File: src/rtl/ysyx_wb_arb_if.sv
// Writeback arbiter bus: requester handshake, register-file write port,
// grant counters and busy flag. The arbiter connects through the slave
// modport; the requester/register-file side uses the master modport.
interface ysyx_wb_arb_if #(
    parameter int N_REQ      = 3,
    parameter int REG_ADDR_W = 4,
    parameter int XLEN       = 32,
    parameter int CNT_W      = 16
);
    logic [N_REQ-1:0]            req_valid;
    logic [N_REQ-1:0]            req_ready;
    logic [N_REQ*REG_ADDR_W-1:0] req_addr;
    logic [N_REQ*XLEN-1:0]       req_data;
    logic                        stall;
    logic                        reg_write_en;
    logic [REG_ADDR_W-1:0]       waddr;
    logic [XLEN-1:0]             wdata;
    logic [N_REQ*CNT_W-1:0]      grant_cnt;
    logic                        busy;

    modport slave (
        input  req_valid, req_addr, req_data, stall,
        output req_ready, reg_write_en, waddr, wdata, grant_cnt, busy
    );

    modport master (
        output req_valid, req_addr, req_data, stall,
        input  req_ready, reg_write_en, waddr, wdata, grant_cnt, busy
    );
endinterface

File: src/rtl/ysyx_wb_arb.sv
// Writeback arbiter: shares the single register-file write port between
// N_REQ requesters. One grant per cycle, registered once and presented to
// the register file on the following cycle. Per-port grant counters wrap.
// Build option YSYX_WB_FIXED_PRIO_EN: fixed priority (lowest index wins)
// instead of round-robin; the rotating pointer is then not built.
module ysyx_wb_arb #(
    parameter int N_REQ      = 3,
    parameter int REG_ADDR_W = 4,
    parameter int XLEN       = 32,
    parameter int CNT_W      = 16
) (
    input  logic            clock,
    input  logic            reset,
    ysyx_wb_arb_if.slave    bus
);
    localparam int PTR_W = (N_REQ > 1) ? $clog2(N_REQ) : 1;

    logic [PTR_W-1:0]      win;
    logic                  win_vld;
    logic                  xfer;
    logic [REG_ADDR_W-1:0] sel_addr;
    logic [XLEN-1:0]       sel_data;
    logic [CNT_W-1:0]      cnt_q [N_REQ];
    logic                  we_q;
    logic [REG_ADDR_W-1:0] waddr_q;
    logic [XLEN-1:0]       wdata_q;

`ifdef YSYX_WB_FIXED_PRIO_EN
    // Fixed priority: scan from the top so the lowest valid index is left as the winner
    always_comb begin
        win     = '0;
        win_vld = 1'b0;
        for (int k = N_REQ - 1; k >= 0; k--) begin
            if (bus.req_valid[k]) begin
                win     = PTR_W'(k);
                win_vld = 1'b1;
            end
        end
    end
`else
    logic [PTR_W-1:0] rr_ptr;
    logic [PTR_W-1:0] cand;

    // Round-robin search starting one past the last winner, wrapping to it last
    always_comb begin
        win     = '0;
        win_vld = 1'b0;
        cand    = '0;
        for (int k = 1; k <= N_REQ; k++) begin
            cand = PTR_W'((int'(rr_ptr) + k) % N_REQ);
            if (!win_vld && bus.req_valid[cand]) begin
                win     = cand;
                win_vld = 1'b1;
            end
        end
    end

    // Pointer follows the last granted port; idle and stalled cycles leave it alone
    always_ff @(posedge clock or negedge reset) begin
        if (!reset)
            rr_ptr <= PTR_W'(N_REQ - 1);
        else if (xfer)
            rr_ptr <= win;
    end
`endif

    // Reset gates ready combinationally so nothing is accepted while held in reset
    assign xfer          = win_vld & ~bus.stall & reset;
    assign bus.req_ready = xfer ? ({{(N_REQ-1){1'b0}}, 1'b1} << win) : '0;
    assign sel_addr      = bus.req_addr[int'(win)*REG_ADDR_W +: REG_ADDR_W];
    assign sel_data      = bus.req_data[int'(win)*XLEN +: XLEN];

    // Output stage: x0 writes are accepted but never strobe the register file
    always_ff @(posedge clock or negedge reset) begin
        if (!reset) begin
            we_q    <= 1'b0;
            waddr_q <= '0;
            wdata_q <= '0;
        end else if (xfer) begin
            we_q    <= (sel_addr != '0);
            waddr_q <= sel_addr;
            wdata_q <= sel_data;
        end else begin
            we_q    <= 1'b0;
        end
    end

    // Per-port grant counters, free-running modulo 2^CNT_W
    always_ff @(posedge clock or negedge reset) begin
        if (!reset) begin
            for (int i = 0; i < N_REQ; i++)
                cnt_q[i] <= '0;
        end else if (xfer) begin
            cnt_q[win] <= cnt_q[win] + 1'b1;
        end
    end

    for (genvar g = 0; g < N_REQ; g++) begin : g_cnt
        assign bus.grant_cnt[g*CNT_W +: CNT_W] = cnt_q[g];
    end

    assign bus.reg_write_en = we_q;
    assign bus.waddr        = waddr_q;
    assign bus.wdata        = wdata_q;
    assign bus.busy         = (|bus.req_valid) | we_q;
endmodule

File: src/flat_wrapper.sv
// flat-port wrapper written by rule: the top's interface ports become plain ports
module ysyx_wb_arb_flat 
#(
    parameter int N_REQ      = 3,
    parameter int REG_ADDR_W = 4,
    parameter int XLEN       = 32,
    parameter int CNT_W      = 16
)
  (clock, reset, bus_req_valid, bus_req_addr, bus_req_data, bus_stall, bus_req_ready, bus_reg_write_en, bus_waddr, bus_wdata, bus_grant_cnt, bus_busy);
  ysyx_wb_arb_if #(.N_REQ(N_REQ), .REG_ADDR_W(REG_ADDR_W), .XLEN(XLEN), .CNT_W(CNT_W)) bus_i ();
  input  logic clock;
  input  logic reset;
  input wire logic [$bits(bus_i.req_valid)-1:0] bus_req_valid;
  input wire logic [$bits(bus_i.req_addr)-1:0] bus_req_addr;
  input wire logic [$bits(bus_i.req_data)-1:0] bus_req_data;
  input wire logic [$bits(bus_i.stall)-1:0] bus_stall;
  output wire logic [$bits(bus_i.req_ready)-1:0] bus_req_ready;
  output wire logic [$bits(bus_i.reg_write_en)-1:0] bus_reg_write_en;
  output wire logic [$bits(bus_i.waddr)-1:0] bus_waddr;
  output wire logic [$bits(bus_i.wdata)-1:0] bus_wdata;
  output wire logic [$bits(bus_i.grant_cnt)-1:0] bus_grant_cnt;
  output wire logic [$bits(bus_i.busy)-1:0] bus_busy;
  assign bus_i.req_valid = bus_req_valid;
  assign bus_i.req_addr = bus_req_addr;
  assign bus_i.req_data = bus_req_data;
  assign bus_i.stall = bus_stall;
  assign bus_req_ready = bus_i.req_ready;
  assign bus_reg_write_en = bus_i.reg_write_en;
  assign bus_waddr = bus_i.waddr;
  assign bus_wdata = bus_i.wdata;
  assign bus_grant_cnt = bus_i.grant_cnt;
  assign bus_busy = bus_i.busy;
  ysyx_wb_arb #(.N_REQ(N_REQ), .REG_ADDR_W(REG_ADDR_W), .XLEN(XLEN), .CNT_W(CNT_W)) u_core (.clock(clock), .reset(reset), .bus(bus_i));
endmodule
File: config.mk
export PLATFORM = sky130hd
export DESIGN_NAME = ysyx_wb_arb_flat
export DESIGN_NICKNAME = d
export VERILOG_FILES = /design/src/rtl/ysyx_wb_arb_if.sv /design/src/rtl/ysyx_wb_arb.sv /design/src/flat_wrapper.sv
export SDC_FILE = /design/constraint.sdc
export NUM_CORES = 1
export LEC_CHECK = 0
export BUFFER_PORTS_ARGS = -buffer_cell sky130_fd_sc_hd__buf_2
export CAP_MARGIN = 20
export CELL_PAD_IN_SITES_DETAIL_PLACEMENT = 1
export CELL_PAD_IN_SITES_GLOBAL_PLACEMENT = 1
export CORE_MARGIN = 5
export CORE_UTILIZATION = 39
export CTS_BUF_LIST = sky130_fd_sc_hd__clkbuf_4 sky130_fd_sc_hd__clkbuf_8
export DETAILED_ROUTE_END_ITERATION = 12
export HOLD_SLACK_MARGIN = 0.15
export PLACE_DENSITY = 0.95
export SLEW_MARGIN = 20
export SYNTH_ARGS = -nofsm -noshare
export SYNTH_HDL_FRONTEND = slang
export SYNTH_SLANG_ARGS = --single-unit
export TNS_END_PERCENT = 5
File: constraint.sdc
create_clock -name clock -period 9.4 [get_ports clock]
set_input_delay 1.88 -clock clock [delete_from_list [all_inputs] [get_ports clock]]
set_output_delay 1.88 -clock clock [all_outputs]
set_load 0.01 [all_outputs]
==> impl_metrics.yaml <==
synth:
  synth.avg_cell_area_um2: 8.62
  synth_area_leaders: "dfrtp_1 (43%), nand2_1 (11%), a311oi_1 (5.6%)"
  ys.flop_type: "dfrtp_1"
  syn_nets: 695
  synthCells: 576
  yosysTopAreaCellShare_pct: 43.4
  synth.distinct_cells: 62
  ys_warn_count: 0
  synth_top_area_cell: "dfrtp_1"
  async_flop_share_pct: 100
  seq_area_frac_synth_pct: 43.9
  ys_seq_elements: 87
  synth_edf_count: 0
  syn_area_um2: 4960
layout:
  fill_cells: 1564
  antenna_cells: 0
  fin_nets: 876
  fin_cells: 934
  final_layout_size_suffix_gt1_share_pct: 33.2
  areaGrowthSynthToFinish_pct: 26.8
drt:
  avgRoutedWirePerCell_um: 18.3
  num_vias: 5066
  drt-vias-per-instance: 5.42
  ant_nets: 0
  drt_iter0_markers: 369
  drc: 0
  drt_wl_total_um: 17100
  dr.pass1.iters: 4
power:
  p_leak_uw: 0.00329
  power.density_nw_per_um2: 323
  finalPower_uw: 2030
  vdd_drop_max_mv: 0.136
timing:
  finalSetupTns_ns: 0
  fin_crit_ns: 6.35
  rsz0062_at_grt: "no"
  setup_slack_ns: 3.05
  setup_viol: 0
  clock_skew_ns: 0.0142
  worst_slew_pin_slew_ns: 0.915
  fmax_mhz: 157
  slew_viol_final: 0
  hold_viol_final: 0
  fin_crit_sh_pct: 67.6
  slew_headroom_pct: 39.0
die:
  placementRows: 41
  die_h_um: 123
  coreArea_um2: 12600
  io_pins: 203
  fp.dieArea_um2: 15100
  initial_core_util_pct: 39.5
  die_width_um: 123
clock_network:
  clock_path_buffers: 2
  ctsResizeCount: 0
  post_cts.repair.setup_buffers: 0
  numClockSinks: 87
  cts_hold_buf: 0
  htreeDepth: 3
  cts.reportedPaths.clkPinSlew_ns: 0.09
  root_buffer: "clkbuf_8"
  cts_tree: "built"
  numCtsBuffers: 9
  worstSkewPairLatency_ns: 0.38
setup_path:
  ff2ff_setup_slack_ns: 4.80
  worst-path-max-fanout: 77
  worst-path-buf-inv: 4
  critical_path.top_delay_family: "buffers and inverters"
  crit_required_ns: 7.52
  start_kind: "input port"
  crit_path_max_incr_delay_ns: 0.61
  cp-end-kind: "output pin"
  crit_path_cell_trace: "buf_2 > mux2i_1 > o21ai_1 > o311ai_4 > buf_4 > or2_2 > clkinv_1 > buf_2"
  crit_top_cell: "buf_2"
  path_class: "in2out"
  cp_slowest_cell: "buf_4"
  cp_data_arrival_time_ns: 4.47
grt:
  antenna_found_initial: 0
  track_usage_pct: 22.9
  grt_pass1_vias: 5145
  grt_max_degree: 92
  grt_pass1_wl_um: 27100
  overflow: 0
status:
  status: "finished clean"
placement:
  place_ws_ns: 3.02
  dpl.hpwl_um: 12700
  gp_congestion: 0.895
  port_buffers: 202
  dp.cells: 918
job:
  cap_violations: 0
worst_hold_path:
  min_path_type: "reg2reg"
[cell usage after synthesis, types with 2 or more instances]
cell / number
dfrtp_1: 86
nor2_1: 43
buf_2: 9
buf_6: 2
buf_1: 4
o21ai_0: 36
o221a_2: 3
xnor2_1: 10
inv_1: 13
clkbuf_1: 24
a21oi_1: 14
a21o_1: 32
nand3b_1: 3
mux2_2: 7
nor3_1: 3
a221oi_2: 2
nand4_1: 8
and2_1: 2
nor2_2: 2
nand2_1: 144
o211ai_1: 2
or4_1: 2
o21ai_1: 18
and4_1: 2
o21a_1: 3
nand3_1: 12
ha_1: 5
mux2i_1: 8
a31oi_1: 3
nand2b_1: 3
nor3b_1: 2
a311oi_1: 32
xor2_1: 4
nor2b_1: 3
o211a_1: 2
a31o_2: 2
[per-layer routing]
layer	global-route usage [%]	vias up	routed length (um)
met4	8.68	0	296
met5	0	-	0
li1	-	2391	-
met2	37.5	130	8660
met1	30.3	2524	7340
met3	3.82	21	809
[final timing paths]
check | startpoint | to | cells past startpoint
worst max-delay path | bus_req_valid[1] | bus_req_ready[2] | 8
min in group asynchronous | reset | u_core.bus.grant_cnt[0] | 1
worst min-delay path | u_core.bus.wdata[23] | u_core.bus.wdata[23] | 1
worst max register to register | u_core.rr_ptr[1] | u_core.bus.grant_cnt[10] | 17
max in group asynchronous | reset | u_core.bus.wdata[28] | 2
worst min register to register | u_core.bus.wdata[23] | u_core.bus.wdata[23] | 1
[area by class of cell]
class	count	area, um2	share of cell area (%)
clock buffer	10	138	2.19
multi-input combinational	436	2590	41.2
clock inverter	6	52.6	0.835
timing repair buffer	209	1070	16.9
inverter	14	52.6	0.835
sequential	87	2180	34.6
tap	172	215	3.42
[logic make-up (layout without fill, tap and decap cells)]
family,Yosys count,after routing,synth area share (%)
xor gates and xnor gates,14,14,2.47
buffers and inverters,53,239,4.54
adders and majority gates,5,5,1.26
muxes,15,15,3.20
and+or+nand+nor,238,238,21.3
DFF,87,87,43.9
AOI/OAI and AO/OA,164,164,23.3
[sequential cells by signal, indices dropped and copies added, names as in the netlist]
| signal | count |
|---|---|
| u_core.bus.wdata | 32 |
| u_core.bus.grant_cnt | 48 |
| u_core.rr_ptr | 2 |
| u_core.bus.waddr | 4 |
| u_core.bus.reg_write_en | 1 |
[cells in the final DEF (no fill, tap or decap), types with 4 or more instances in the layout]
cell type and n:
xor2_1 4, a21o_1 32, buf_4 8, a311oi_1 32, nand2_1 143, buf_2 201, o21ai_0 36, inv_1 13
nand3_1 12, dfrtp_1 86, o21ai_1 17, xnor2_1 10, nand4_1 8, mux2_2 7, mux2i_1 8, nor2_1 43
a21oi_1 14, clkbuf_8 10, ha_1 5
[where the power goes]
| part | leakage [uW] | switching, uW | internal [uW] |
|---|---|---|---|
| registers | 0.00113 | 95.5 | 504 |
| logic | 0.00207 | 769 | 407 |
| clock network | 0.0000914 | 149 | 107 |
[through the flow]
stage	utilization, %	area (um2)	hold WS [ns]
global placement	48.5	6100	0.454
detailed placement	48.5	6100	0.460
finish	50.1	6290	0.476
CTS	50.0	6290	0.481
global route	50.1	6290	0.498
floorplan	-	4960	0.458
No activity file was read; power rests on OpenSTA's default activity.
